### src/rtl/rf_wb_arbiter_pkg.sv
// Shared constants and arbiter state encoding for the
// register-file writeback arbiter.
package rf_wb_arbiter_pkg;
  localparam int XLEN     = 32;
  localparam int REG_AW   = 5;
  localparam int NUM_REGS = 2 ** REG_AW;

  typedef enum logic {
    WB_LAST_ALU = 1'b0,
    WB_LAST_LSU = 1'b1
  } wb_state_e;
endpackage

### src/rtl/rf_wb_arbiter_scoreboard.sv
// Pending-write scoreboard: one bit per architectural register,
// set at issue, cleared at commit, three combinational lookups.
import rf_wb_arbiter_pkg::*;

module wb_scoreboard (
  input  logic                clk,
  input  logic                rst,
  input  logic                set_en,
  input  logic [REG_AW-1:0]   set_idx,
  input  logic                clr_en,
  input  logic [REG_AW-1:0]   clr_idx,
  input  logic [REG_AW-1:0]   rs1_idx,
  input  logic [REG_AW-1:0]   rs2_idx,
  input  logic [REG_AW-1:0]   rd_idx,
  output logic                rs1_pend,
  output logic                rs2_pend,
  output logic                rd_pend,
  output logic [NUM_REGS-1:0] mask
);
  logic [NUM_REGS-1:0] pend;
  logic [NUM_REGS-1:0] pend_nxt;

  // set applied after clear: a newer writer outranks the retiring one
  always_comb begin
    pend_nxt = pend;
    if (clr_en) pend_nxt[clr_idx] = 1'b0;
    if (set_en) pend_nxt[set_idx] = 1'b1;
    pend_nxt[0] = 1'b0;
  end

  always_ff @(posedge clk) begin
    if (rst) pend <= '0;
    else     pend <= pend_nxt;
  end

  assign rs1_pend = pend[rs1_idx];
  assign rs2_pend = pend[rs2_idx];
  assign rd_pend  = pend[rd_idx];
  assign mask     = pend;
endmodule

### src/rtl/rf_wb_arbiter.sv
// Round-robin arbiter for the single register-file write port
// plus RAW/WAW issue stall from the pending scoreboard.
import rf_wb_arbiter_pkg::*;

module rf_wb_arbiter (
  input  logic                clk,
  input  logic                rst,
  input  logic                halt,
  input  logic                alu_wb_valid,
  output logic                alu_wb_ready,
  input  logic [REG_AW-1:0]   alu_wb_rd,
  input  logic [XLEN-1:0]     alu_wb_data,
  input  logic                lsu_wb_valid,
  output logic                lsu_wb_ready,
  input  logic [REG_AW-1:0]   lsu_wb_rd,
  input  logic [XLEN-1:0]     lsu_wb_data,
  input  logic                issue_valid,
  input  logic [REG_AW-1:0]   issue_rd,
  input  logic [REG_AW-1:0]   issue_rs1,
  input  logic [REG_AW-1:0]   issue_rs2,
  output logic                issue_stall,
  output logic                rf_we,
  output logic [REG_AW-1:0]   rf_waddr,
  output logic [XLEN-1:0]     rf_wdata,
  output logic [NUM_REGS-1:0] pending_mask
);
  wb_state_e state;
  logic      alu_gnt;
  logic      lsu_gnt;
  logic      rs1_pend;
  logic      rs2_pend;
  logic      rd_pend;
  logic      set_en;

  assign alu_gnt = !halt && alu_wb_valid &&
                   (!lsu_wb_valid || state == WB_LAST_LSU);
  assign lsu_gnt = !halt && lsu_wb_valid &&
                   (!alu_wb_valid || state == WB_LAST_ALU);

  assign alu_wb_ready = alu_gnt;
  assign lsu_wb_ready = lsu_gnt;

  assign issue_stall = halt ||
    (issue_valid && (rs1_pend || rs2_pend || rd_pend));
  assign set_en = issue_valid && !issue_stall &&
                  (issue_rd != '0);

  always_ff @(posedge clk) begin
    if (rst) begin
      state    <= WB_LAST_LSU;
      rf_we    <= 1'b0;
      rf_waddr <= '0;
      rf_wdata <= '0;
    end else begin
      rf_we <= 1'b0;
      unique case (1'b1)
        alu_gnt: begin
          state    <= WB_LAST_ALU;
          rf_we    <= (alu_wb_rd != '0);
          rf_waddr <= alu_wb_rd;
          rf_wdata <= alu_wb_data;
        end
        lsu_gnt: begin
          state    <= WB_LAST_LSU;
          rf_we    <= (lsu_wb_rd != '0);
          rf_waddr <= lsu_wb_rd;
          rf_wdata <= lsu_wb_data;
        end
        default: ;
      endcase
    end
  end

  wb_scoreboard u_sb (
    .clk      (clk),
    .rst      (rst),
    .set_en   (set_en),
    .set_idx  (issue_rd),
    .clr_en   (rf_we),
    .clr_idx  (rf_waddr),
    .rs1_idx  (issue_rs1),
    .rs2_idx  (issue_rs2),
    .rd_idx   (issue_rd),
    .rs1_pend (rs1_pend),
    .rs2_pend (rs2_pend),
    .rd_pend  (rd_pend),
    .mask     (pending_mask)
  );
endmodule

### config.mk
export PLATFORM = sky130hd
export DESIGN_NAME = rf_wb_arbiter
export DESIGN_NICKNAME = d
export VERILOG_FILES = /design/src/rtl/rf_wb_arbiter_pkg.sv /design/src/rtl/rf_wb_arbiter_scoreboard.sv /design/src/rtl/rf_wb_arbiter.sv
export SDC_FILE = /design/constraint.sdc
export NUM_CORES = 1
export LEC_CHECK = 0
export BUFFER_PORTS_ARGS = -buffer_cell sky130_fd_sc_hd__buf_2
export CORE_MARGIN = 10
export CORE_UTILIZATION = 30
export DETAILED_ROUTE_END_ITERATION = 12
export GPL_ROUTABILITY_DRIVEN = 0
export PLACE_DENSITY = 0.67
export SYNTH_ARGS = -nofsm -noshare
export SYNTH_HDL_FRONTEND = slang
export SYNTH_SLANG_ARGS = --single-unit
export TNS_END_PERCENT = 50
### constraint.sdc
create_clock -name clk -period 2.4 [get_ports clk]
set_input_delay 0.48 -clock clk [delete_from_list [all_inputs] [get_ports clk]]
set_output_delay 0.48 -clock clk [all_outputs]
set_load 0.02 [all_outputs]
**After elaboration in Yosys (flattened, before gate mapping)**

Cells that the tools add are included.

- Order comparisons: 6
- Multiplexer cells: 16
- Bitwise gates (word level): 4
- Reductions and logical operators: 22

Operators by type and width:

| cell | number |
|---|---|
| 32-bit two-way mux | 2 |
| 32-bit case mux with 2 select lines | 1 |
| 32-bit bitwise AND | 1 |
| 32-bit NOT | 1 |
| 32-bit bitwise OR | 1 |
| 5-bit by 6-bit < comparator with 1-bit output, second input constant | 4 |
| 1-bit binary-select mux with 5-bit select | 3 |
| 5-bit nonzero test | 3 |
| 1-bit demux with 5-bit select | 2 |
| 5-bit by 1-bit greater-or-equal comparator with 1-bit output, second input constant | 2 |
| 5-bit case mux with 2 select lines | 1 |
| 1-bit logical AND | 9 |
| 1-bit logical OR | 5 |
| 1-bit two-way mux | 5 |
| 1-bit zero test | 4 |
| 1-bit case mux with 2 select lines | 2 |
| 2-bit nonzero test | 1 |
| 1-bit NOT | 1 |

- Flip-flop bits (word level): 71
- Input port bits: 95
- Output and inout bits: 73
- Logic and storage cells: 54

**Logic depth before layout (Yosys ltp)**

Gate-level depths: netlist of run 1.

- Depth after elaboration: 10
- Depth in mapped cells: 8
- Gate-level depth less buffers: 6

**Modules after synthesis**

From an unflattened synthesis of run 1, not the netlist that was laid out.

- Cells, all modules: 503
- Area, all modules: 4,217.8 µm²

By module, submodules not included:

| module | instances | cells each | area each (µm²) | seq. area each (µm²) |
|---|---|---|---|---|
| wb_scoreboard | 1 | 267 | 2,190.9 | 620.6 |
| rf_wb_arbiter | 1 | 236 | 2,026.9 | 780.7 |

**Worst setup path before layout of run 1**

OpenSTA, ideal clock, no wires.

- Path kind: input to output
- From: input issue_rd[0]
- To: output issue_stall
- Data arrival time: 2.177 ns
- Required time: 1.920 ns
- Slack: -0.257 ns
- Cell stages on the path: 7
- Path buffers: 2
- Cells stage by stage: clkbuf_1 or2_2 o221a_2 o31ai_1 nor3_1 clkbuf_1 a41oi_1

- Cells in the longest elaborated chain, start to end: 5

RTL lines:

| what | line | RTL |
|---|---|---|
| from (decl) | rf_wb_arbiter.sv:18 | `input logic [REG_AW-1:0] issue_rd,` |
| 1-bit binary-select mux with 5-bit select | rf_wb_arbiter_scoreboard.sv:38 | `assign rd_pend = pend[rd_idx];` |
| 1-bit two-way mux (not written as such) | rf_wb_arbiter_scoreboard.sv:38 |  |
| 1-bit logical OR | rf_wb_arbiter.sv:44 | `(issue_valid && (rs1_pend \|\| rs2_pend \|\| rd_pend));` |
| 1-bit logical AND | rf_wb_arbiter.sv:44 |  |
| 1-bit logical OR | rf_wb_arbiter.sv:43 | `assign issue_stall = halt \|\|` |
| to (decl) | rf_wb_arbiter.sv:21 | `output logic issue_stall,` |

Every way passes these cells. The select of a mux whose other input is x is not followed.

**Final worst setup path of run 1**

- From: register u_sb.pend[15] (netlist: u_sb.mask[15])
- To: output issue_stall

- Cells in the longest elaborated chain, start to end: 6
- Elaborated cells between the ends (all ways): 10
- Those cells by class: mux: 6; reduce/logical: 4

RTL lines:

| what | line | RTL |
|---|---|---|
| from (decl) | rf_wb_arbiter_scoreboard.sv:20 | `logic [NUM_REGS-1:0] pend;` |
| from (signal assigned) | rf_wb_arbiter_scoreboard.sv:33 | `else pend <= pend_nxt;` |
| 1-bit binary-select mux with 5-bit select, on equally long branches | rf_wb_arbiter_scoreboard.sv:36, rf_wb_arbiter_scoreboard.sv:37 |  |
| 1-bit two-way mux, on equally long branches | rf_wb_arbiter_scoreboard.sv:36, rf_wb_arbiter_scoreboard.sv:37 |  |
| 1-bit logical OR | rf_wb_arbiter.sv:44 |  |
| 1-bit logical OR (*) | rf_wb_arbiter.sv:44 |  |
| 1-bit logical AND (*) | rf_wb_arbiter.sv:44 |  |
| 1-bit logical OR (*) | rf_wb_arbiter.sv:43 |  |

Every way passes the cells marked *; elsewhere a longest branch is shown, timed or not. The select of a mux whose other input is x is not followed.

==> results of run 1 <==
==> state kept, by name (all words and copies together), names as in the netlist <==
signal and cells:
rf_wdata 32, u_sb.mask 31, rf_waddr 5, rf_we 1
state 1
==> synth_stat cells (2+ instances only) <==
cell      count
a21oi_1       2
a311oi_1     37
and3_1        4
buf_1         4
buf_2         5
buf_6         3
clkbuf_1     36
dfxtp_1      70
inv_1         3
mux2_2        3
mux2i_1      22
mux4_2       13
nand2_1     105
nand2b_1      6
nand3_1      11
nand3b_1     23
nand4_1       8
nand4b_1      4
nor2_1       53
nor2b_1      20
nor3_1        6
nor3b_1      11
nor4_1        4
o21ai_0      38
o21ai_1       7
o22ai_1       4
o41ai_1       4
or2_2         5
or4_1         9
==> power breakdown <==
part           total [µW]  internal (µW)  switching, µW
combinational         580            238            342
sequential           1260           1220           44.5
clock                1330            834            499
total                3180           2290            886
==> metal layers <==
| metal | part of all wire, % | vias to the layer above | track usage, % |
|---|---|---|---|
| li1 | - | 2322 | - |
| met1 | 42 | 2169 | 19.6 |
| met2 | 43 | 256 | 23.7 |
| met3 | 13 | 23 | 8.40 |
| met4 | 1.7 | 0 | 4.67 |
| met5 | 0 | - | 0 |
==> repair_timing <==
action | 4_1_cts | 5_1_grt
gates resized for setup | 12 | 9
gates cloned | 0 | 0
setup endpoints to repair | 1 | 10
endpoints found under the hold margin | 0 | 0
pin swaps | 1 | 1
==> critical path, delay by kind of cell, from the launching register on <==
| kind | cells | cell delay, ns |
|---|---|---|
| mux | 2 | 0.65 |
| buf+inv | 2 | 0.35 |
| flops | 1 | 0.37 |
| compound gates | 1 | 0.10 |
| simple gates | 2 | 0.36 |
==> worst max path at each step <==
stage / endpoint / slack (ns) / cells after the start
CTS: issue_stall / -0.24 / 7
floorplan: u_sb.mask[12] / -0.05 / 8
global route: issue_stall / -0.35 / 7
global placement: issue_stall / -0.30 / 8
finish: issue_stall / -0.24 / 7
detailed placement: issue_stall / -0.30 / 8
==> metrics by stage <==
stage                     power [µW]  setup slack, ns  cell area [µm²]  util (%)  hold slack, ns
after floorplan                 1620          -0.0465             4330         -           0.483
after detailed placement        1870           -0.297             5590      40.1           0.487
after CTS                       3190           -0.236             5900      42.4           0.394
after global placement          1860           -0.298             5590      40.1           0.485
final                           3180           -0.238             5950      42.7           0.399
after global routing            3310           -0.347             5950      42.7           0.399
==> cell families after synthesis <==
| group | synth area share, % |
|---|---|
| simple gates | 32.0 |
| flops | 32.8 |
| buf+inv | 5.32 |
| compound gates | 16.8 |
| other cells | 0.0877 |
| mux | 13.0 |
==> area by class of cell <==
type                       instances  area [µm²]  share of cell area (%)
tap                              180         225                    3.79
inverter                           3        11.3                   0.189
sequential                        70        1420                    23.8
timing repair buffer             221        1270                    21.4
clock buffer                      13         250                    4.21
multi-input combinational        416        2730                    45.9
clock inverter                     3        43.8                   0.737
==> key figures, run 1 <==
Outcome
  – Outcome: complete, but fails checks
  – Violated checks: negative setup slack

Drt
  – DRC viols: 0
  – Wire per inst: 17.7 µm
  – 1st-iter DRT viols: 317
  – Vias: 4770
  – WL final: 16000 µm
  – 1st-pass router iterations: 4
  – DR vias/cell: 5.26
  – DRT antenna net count: 0

Global routing
  – Pin count of the biggest net entering global routing: 63
  – Vias in the first global route: 4793
  – All-Layer GR Usage: 16.0%
  – Grt ovf: 0
  – First-pass GRT wire length: 25600 µm
  – Antenna violations before repair: 0

Synth
  – Top cells by area, synth: dfxtp_1 33%, nand2_1 9.2%, a311oi_1 7.6%, mux4_2 6.8%, mux2i_1 5.1%
  – Synth cell types: 47
  – Dominant cell type by area after synthesis: dfxtp_1
  – Synth warnings: 0
  – Yosys reg bits: 70
  – FFs w/ async S/R, synth: 0%
  – Mapped Cells: 538
  – Syn Std Cell Area: 4280 µm²
  – Sequential share of the synthesized area: 32.8%
  – Post-synth top area share: 32.8%
  – Syn avg cell area: 7.95 µm²
  – Post-synth EDFFs: 0
  – Syn Nets: 633
  – Ys flop type: dfxtp_1

Place
  – Port Buffer Count: 166
  – Post-DP HPWL: 12900 µm
  – Placed insts: 890

Timing
  – Worst Clk Skew: 0.00703 ns
  – Fmax: 379 MHz
  – Final setup violating endpoints: 1
  – Unrepaired setup endpoints after global routing: true
  – Final Max Slew Viols: 0
  – Period utilization: 110%
  – Least-Margin Pin Slew: 0.636 ns
  – Final setup margin: -0.238 ns
  – Slew HR: 57.6%
  – Final hold violation count: 0
  – Sum Neg Setup Slack: -0.238 ns
  – Tmin final: 2.64 ns

Pwr
  – Static Leak: 0.00261 µW
  – P per Cell Area: 534 nW/µm²
  – Worst vdd ir: 377 µV

Clocking
  – H-tree Lvls: 3
  – CTS max path bufs: 2
  – Root Buffer: clkbuf_16
  – Clock Sinks: 70
  – Later-pin clock latency in the skew report: 0.34 ns
  – TritonCTS clock tree: yes
  – Post-CTS Hold Fix Bufs: 0
  – Clock transition at path regs: 0.06 ns
  – Post-CTS Setup Bufs: 0
  – Num CTS Buffers: 9

Setup path
  – Critical path endpoint category: output port
  – Reg-to-reg slack, setup: 0.12 ns
  – Reg-to-reg startpoint: u_sb.mask[23]
  – Crit path max fanout: 5
  – Setup CP Type: flop to output port
  – CP Launch Type: flop
  – CP startpoint: u_sb.mask[15]
  – Critical path's largest stage delay: 0.48 ns
  – Worst r2r dst: u_sb.mask[2]
  – Critical Path, Cell by Cell: mux4_2, mux2i_2, nor3b_2, nor4_2, buf_4, a41oi_4, buf_6
  – R2R depth: 6
  – Worst Path Arrival: 2.16 ns
  – Worst path slowest cell: mux4_2
  – Worst path required time: 1.92 ns

Final layout
  – Filler cells: 1402
  – Commonest non-fill, non-tap cell in the layout: buf_2
  – Layout overhead on the synthesized area: 39.0%
  – # nets final: 816
  – Most frequent cells in the layout: 164 x buf_2, 105 x nand2_1, 60 x dfxtp_1, 53 x buf_4, 52 x nor2_1
  – N_diodes: 0
  – Post-Layout Cell Count: 906
  – Share of cells above drive strength 1: 38.6%

Worst hold path
  – Hold EP: rf_wdata[2]
  – Cell depth of the worst hold path: 3
  – Hold Crit Start: lsu_wb_data[2]
  – Worst Hold Class: input pin to flop

Floorplan
  – Die width: 139 µm
  – Ports: 168
  – Core area: 13900 µm²
  – Die Area: 19400 µm²
  – Die height: 139 µm
  – # rows: 43
  – Starting Density: 30.7%

Job
  – Max-cap violations: 0
Note: power is estimated with default switching activity, not from simulation.
==> run 2, diff against run 1 <==
ABC_AREA = 0   (was not set)
RECOVER_POWER = 100   (was not set)
==> run 2 against run 1 <==
  * The run still ends with negative setup slack left
  * Setup slack worse by 0.00065 ns
  * Design area is 1.5% lower
  * Register-to-register slack hardly changed
  * Via count stayed put
  * Count of clock-buffer cells in the layout stayed put
  * Critical path depth stayed put
  * Flip-flop and latch count stayed put
  * Largest power group unchanged
  * Highest routed layer unchanged
==> key figures, run 2 (synthesis gave the netlist of run 1 again) <==
Outcome
  – Outcome: complete, but fails checks (unchanged)
  – Violated checks: negative setup slack (unchanged)

Drt
  – DRT antenna net count: 0 (unchanged)
  – 1st-iter DRT viols: 315 (was 317)
  – Vias: 4770 (unchanged)
  – WL final: 16000 µm (about the same)
  – Wire per inst: 17.7 µm (about the same)
  – DR vias/cell: 5.26 (unchanged)
  – DRC viols: 0 (unchanged)
  – 1st-pass router iterations: 5 (was 4)

Final layout
  – Max reg flops: 32 (unchanged)
  – Share of cells above drive strength 1: 29.1% (was 38.6%)
  – Largest Register: rf_wdata (unchanged)
  – Post-Layout Cell Count: 906 (unchanged)
  – Most frequent cells in the layout: 105 x nand2_1, 95 x buf_2, 72 x clkbuf_1, 60 x dfxtp_1 (was 164 x buf_2, 105 x nand2_1, 60 x dfxtp_1, 53 x buf_4, 52 x nor2_1)
  – # nets final: 816 (unchanged)
  – Final Instance Area: 5860 µm² (was 5950 µm²)
  – N_diodes: 0 (unchanged)
  – Final core occ: 42.0% (was 42.7%)
  – Layout overhead on the synthesized area: 37.0% (was 39.0%)
  – Commonest non-fill, non-tap cell in the layout: nand2_1 (was buf_2)

Pwr
  – Switching Power: 886 µW (about the same)
  – Sequential group share of total power: 40.0% (was 39.7%)
  – Worst vdd ir: 375 µV (was 377 µV)
  – Net Sw Frac: 28.0% (was 27.9%)
  – P per Cell Area: 540 nW/µm² (was 534 nW/µm²)
  – Static Leak: 0.00234 µW (was 0.00261 µW)
  – Logic gate share of total power: 17.9% (was 18.3%)
  – Clk network pwr share: 42.1% (was 42.0%)
  – Internal power: 2270 µW (was 2290 µW)

Place
  – Placed insts: 890 (unchanged)
  – Placed cell areas: 5590 µm² (unchanged)
  – Post-DP HPWL: 12900 µm (unchanged)
  – Setup Slack @ Placement: -0.297 ns (unchanged)
  – Port Buffer Count: 166 (unchanged)

Floorplan
  – Starting Density: 30.7% (unchanged)
  – Die width: 139 µm (unchanged)
  – Core area: 13900 µm² (unchanged)
  – # rows: 43 (unchanged)
  – Ports: 168 (unchanged)
  – Die Area: 19400 µm² (unchanged)
  – Die height: 139 µm (unchanged)

Clocking
  – Post-CTS Setup Bufs: 0 (unchanged)
  – Clock Sinks: 70 (unchanged)
  – Later-pin clock latency in the skew report: 0.34 ns (about the same)
  – Num CTS Buffers: 9 (unchanged)
  – Clock transition at path regs: 0.06 ns (about the same)
  – H-tree Lvls: 3 (unchanged)
  – TritonCTS clock tree: yes (unchanged)
  – Post-CTS Hold Fix Bufs: 0 (unchanged)
  – CTS max path bufs: 2 (unchanged)
  – Root Buffer: clkbuf_16 (unchanged)

Timing
  – Slew HR: 19.7% (was 57.6%)
  – Worst Clk Skew: 0.00719 ns (was 0.00703 ns)
  – Least-Margin Pin Slew: 1.20 ns (was 0.636 ns)
  – Final setup margin: -0.238 ns (about the same)
  – Final setup violating endpoints: 1 (unchanged)
  – Final Max Slew Viols: 0 (unchanged)
  – Period utilization: 110% (about the same)
  – Tmin final: 2.64 ns (about the same)
  – Unrepaired setup endpoints after global routing: true (unchanged)
  – Fmax: 379 MHz (about the same)
  – Final hold violation count: 0 (unchanged)

Global routing
  – All-Layer GR Usage: 16.0% (unchanged)
  – First-pass GRT wire length: 25600 µm (unchanged)
  – Grt ovf: 0 (unchanged)
  – Pin count of the biggest net entering global routing: 63 (unchanged)
  – Antenna violations before repair: 0 (unchanged)
  – Vias in the first global route: 4793 (unchanged)

Setup path
  – Worst path top cell family by delay: multiplexers (unchanged)
  – Worst Setup EP: issue_stall (unchanged)
  – Worst Path Arrival: 2.16 ns (about the same)
  – CP startpoint: u_sb.mask[15] (unchanged)
  – Crit. path cell count: 7 (unchanged)
  – Worst path slowest cell: mux4_2 (unchanged)
  – Critical path endpoint category: output port (unchanged)
  – CP bufs+invs: 2 (unchanged)
  – CP Launch Type: flop (unchanged)
  – Reg-to-reg startpoint: u_sb.mask[23] (unchanged)
  – Crit path max fanout: 5 (unchanged)
  – Worst path required time: 1.92 ns (about the same)
  – Critical path's largest stage delay: 0.48 ns (about the same)
  – Critical Path, Cell by Cell: mux4_2, mux2i_2, nor3b_2, nor4_2, buf_4, a41oi_4, buf_6 (unchanged)
  – Reg-to-reg slack, setup: 0.11 ns (was 0.12 ns)
  – Setup CP Type: flop to output port (unchanged)
  – Worst r2r dst: u_sb.mask[2] (unchanged)
  – R2R depth: 6 (unchanged)

Worst hold path
  – Worst Hold Class: input pin to flop (unchanged)

Job
  – Max-cap violations: 0 (unchanged)
## run 2: layer usage
metal / track usage, % / routed length (µm)
met5: 0 / 0
met4: 4.67 / 266
met3: 8.40 / 2040
met2: 23.7 / 6820
met1: 19.6 / 6910
## run 2: worst reg2reg max path, delay by kind of cell (launching register included)
family / cells / cell delay [ns]
AND/OR/NAND/NOR: 2 / 0.95
multiplexers: 1 / 0.50
AO/OA/AOI/OAI: 3 / 0.40
flip-flops: 1 / 0.38
## run 2: final cells by class
type	count	area, µm²
sequential	70	1420
timing repair buffer	221	1180
clock buffer	13	250
tap	180	225
fill	1433	8080
clock inverter	3	43.8
inverter	3	11.3
multi-input combinational	416	2730
## run 2: how the worst min path moves through the flow
stage                                from      endpoint  cells after the start
after floorplan                     state         state                      1
after global placement       rf_wdata[31]  rf_wdata[31]                      2
after detailed placement      rf_wdata[1]   rf_wdata[1]                      2
after CTS                 alu_wb_data[19]  rf_wdata[19]                      3
after global routing      alu_wb_data[29]  rf_wdata[29]                      3
final                     alu_wb_data[19]  rf_wdata[19]                      3
## run 2: metrics by stage
| step | setup TNS (ns) | hold WS [ns] | total power (µW) |
|---|---|---|---|
| 2_1_floorplan | -0.389 | 0.483 | 1620 |
| 5_1_grt | -0.381 | 0.399 | 3290 |
| 6_report | -0.238 | 0.400 | 3160 |
| 3_5_place_dp | -5.05 | 0.487 | 1870 |
| 3_3_place_gp | -4.72 | 0.485 | 1860 |
| 4_1_cts | -0.236 | 0.394 | 3190 |
## run 2: timing repair
item                                    CTS  global route
endpoints found under the setup margin    1            10
pin swaps                                 1             1
resized for setup                        12             9
## run 2: power by group through the flow
stage               sequential (µW)  combinational, µW  clock (µW)
finish                         1260                565        1330
global route                   1270                623        1400
CTS                            1260                582        1350
detailed placement             1290                578           0
global placement               1290                576           0
floorplan                      1340                282           0
==> run 3, diff against run 2 <==
REMOVE_ABC_BUFFERS = 1   (was not set)
==> run 3 against run 2 <==
  * Fmax increased by 3.5%
  * The flow still finishes with violations (negative setup slack)
  * Sequential power about the same
  * Wire length increased by 2.7%
==> key figures, run 3 (synthesis gave the netlist of run 1 again) <==
Clocking
  – Num CTS Buffers: 9 (unchanged)
  – Clock Sinks: 70 (unchanged)
  – CTS max path bufs: 2 (unchanged)
  – Post-CTS Setup Bufs: 0 (unchanged)
  – TritonCTS clock tree: yes (unchanged)
  – Later-pin clock latency in the skew report: 0.34 ns (about the same)
  – H-tree Lvls: 3 (unchanged)
  – Root Buffer: clkbuf_16 (unchanged)
  – Clock transition at path regs: 0.06 ns (about the same)
  – Post-CTS Hold Fix Bufs: 0 (unchanged)

Setup path
  – Worst path top cell family by delay: multiplexers (unchanged)
  – Critical path's largest stage delay: 0.51 ns (was 0.48 ns)
  – Worst path required time: 1.92 ns (about the same)
  – Critical path endpoint category: output port (unchanged)
  – CP Launch Type: flop (unchanged)
  – Setup CP Type: flop to output port (unchanged)
  – Worst path slowest cell: mux4_2 (unchanged)
  – Worst Path Arrival: 2.07 ns (was 2.16 ns)
  – Crit path max fanout: 4 (was 5)
  – CP bufs+invs: 1 (was 2)
  – Critical Path, Cell by Cell: mux2i_1, mux4_2, nor3_4, nor4_4, a41oi_1, buf_4 (was mux4_2, mux2i_2, nor3b_2, nor4_2, buf_4, a41oi_4, buf_6)

Drt
  – DRT antenna net count: 0 (unchanged)
  – WL final: 16500 µm (was 16000 µm)
  – 1st-iter DRT viols: 298 (was 315)
  – Vias: 4788 (was 4770)
  – DRC viols: 0 (unchanged)
  – 1st-pass router iterations: 5 (unchanged)
  – DR vias/cell: 5.35 (was 5.26)
  – Wire per inst: 18.4 µm (was 17.7 µm)

Timing
  – Final Max Slew Viols: 0 (unchanged)
  – Final hold violation count: 0 (unchanged)
  – Final setup margin: -0.148 ns (was -0.238 ns)
  – Worst Clk Skew: 0.00575 ns (was 0.00719 ns)
  – Sum Neg Setup Slack: -0.148 ns (was -0.238 ns)
  – Final setup violating endpoints: 1 (unchanged)
  – Hold WS: 0.400 ns (about the same)
  – Period utilization: 106% (was 110%)
  – Fmax: 392 MHz (was 379 MHz)
  – Least-Margin Pin Slew: 1.21 ns (was 1.20 ns)
  – Tmin final: 2.55 ns (was 2.64 ns)
  – Slew HR: 19.1% (was 19.7%)
  – Unrepaired setup endpoints after global routing: true (unchanged)

Outcome
  – Violated checks: negative setup slack (unchanged)
  – Outcome: complete, but fails checks (unchanged)

Floorplan
  – Ports: 168 (unchanged)
  – Die width: 139 µm (unchanged)
  – Die height: 139 µm (unchanged)
  – # rows: 43 (unchanged)
  – Die Area: 19400 µm² (unchanged)
  – Core area: 13900 µm² (unchanged)
  – Starting Density: 30.7% (unchanged)

Final layout
  – Largest Register: rf_wdata (unchanged)
  – Post-Layout Cell Count: 895 (was 906)
  – Commonest non-fill, non-tap cell in the layout: nand2_1 (unchanged)
  – Most frequent cells in the layout: 105 x nand2_1, 90 x buf_2, 72 x clkbuf_1, 58 x dfxtp_1, 52 x nor2_1 (was 105 x nand2_1, 95 x buf_2, 72 x clkbuf_1, 60 x dfxtp_1)
  – Max reg flops: 32 (unchanged)
  – # nets final: 804 (was 816)
  – Filler cells: 1457 (was 1433)
  – Layout overhead on the synthesized area: 36.4% (was 37.0%)
  – Share of cells above drive strength 1: 27.6% (was 29.1%)

Global routing
  – Antenna violations before repair: 1 (was 0)
  – All-Layer GR Usage: 16.0% (about the same)
  – Pin count of the biggest net entering global routing: 75 (was 63)
  – Grt ovf: 0 (unchanged)
  – First-pass GRT wire length: 25700 µm (was 25600 µm)
  – Vias in the first global route: 4594 (was 4793)

Place
  – Setup Slack @ Placement: -0.255 ns (was -0.297 ns)
  – Port Buffer Count: 166 (unchanged)
  – Post-DP HPWL: 12800 µm (was 12900 µm)
  – Placed insts: 878 (was 890)

Pwr
  – Worst vdd ir: 323 µV (was 375 µV)
  – P per Cell Area: 602 nW/µm² (was 540 nW/µm²)
  – Static Leak: 0.00230 µW (was 0.00234 µW)

Worst hold path
  – Worst Hold Class: input pin to flop (unchanged)

Job
  – Max-cap violations: 0 (unchanged)
[run 3: cell types whose count changed in the layout (fill, tap and decap cells not counted), moves of 3 or more]
cell / before / now
clkbuf_2: 1 / 4
buf_2: 95 / 90
buf_4: 52 / 38
buf_6: 3 / 0
bufinv_16: 1 / 4
dfxtp_2: 9 / 12
[run 3: final cells by class]
cell class,instances,area [µm²],area share (%)
diodes,1,2.50,0.0429
clock inverters,6,133,2.27
clock buffers,10,239,4.10
well taps,180,225,3.86
repair buffers,209,1100,18.9
flip-flops and latches,70,1420,24.3
multi-input cells,416,2700,46.4
inverters,3,11.3,0.193
[run 3: path summary, 6_finish.rpt]
kind / start / to / slack (ns) / cells past startpoint
worst min register to register: rf_wdata[21] / rf_wdata[21] / 0.50 / 2
worst max register to register: u_sb.mask[18] / u_sb.mask[6] / 0.07 / 6
worst min-delay path: lsu_wb_data[15] / rf_wdata[15] / 0.40 / 3
worst max-delay path: u_sb.mask[3] / issue_stall / -0.15 / 6
[run 3: where the power goes]
group	internal (µW)	switching, µW	leakage, µW
logic	220	343	0.00154
registers	1220	47.0	0.000579
clock network	1150	535	0.000179
total	2590	924	0.00230
[run 3: tightest hold or removal path: cells and delay by family]
family                 cells  cell delay, ns
AND/OR/NAND/NOR            1            0.04
AO/OA/AOI/OAI              1            0.07
buffers and inverters      1            0.10
[run 3: timing repair]
item	4_1_cts	5_1_grt
gates resized for setup	15	9
pin swaps	2	0
setup endpoints to repair	1	2
[run 3: stage by stage]
stage                     util [%]  total power [µW]  cell area, µm²
final                         41.9              3510            5830
after global routing          41.9              3650            5830
after CTS                     42.3              3540            5900
after detailed placement      39.4              1860            5490
after global placement        39.4              1860            5490
after floorplan                  -              1560            4060
[run 3: per-layer routing]
| layer | global-route usage, % | share of wire, % |
|---|---|---|
| met1 | 20.7 | 44 |
| met2 | 22.5 | 43 |
| met3 | 7.59 | 13 |
| met4 | 5.77 | 1.0 |
| met5 | 0 | 0 |
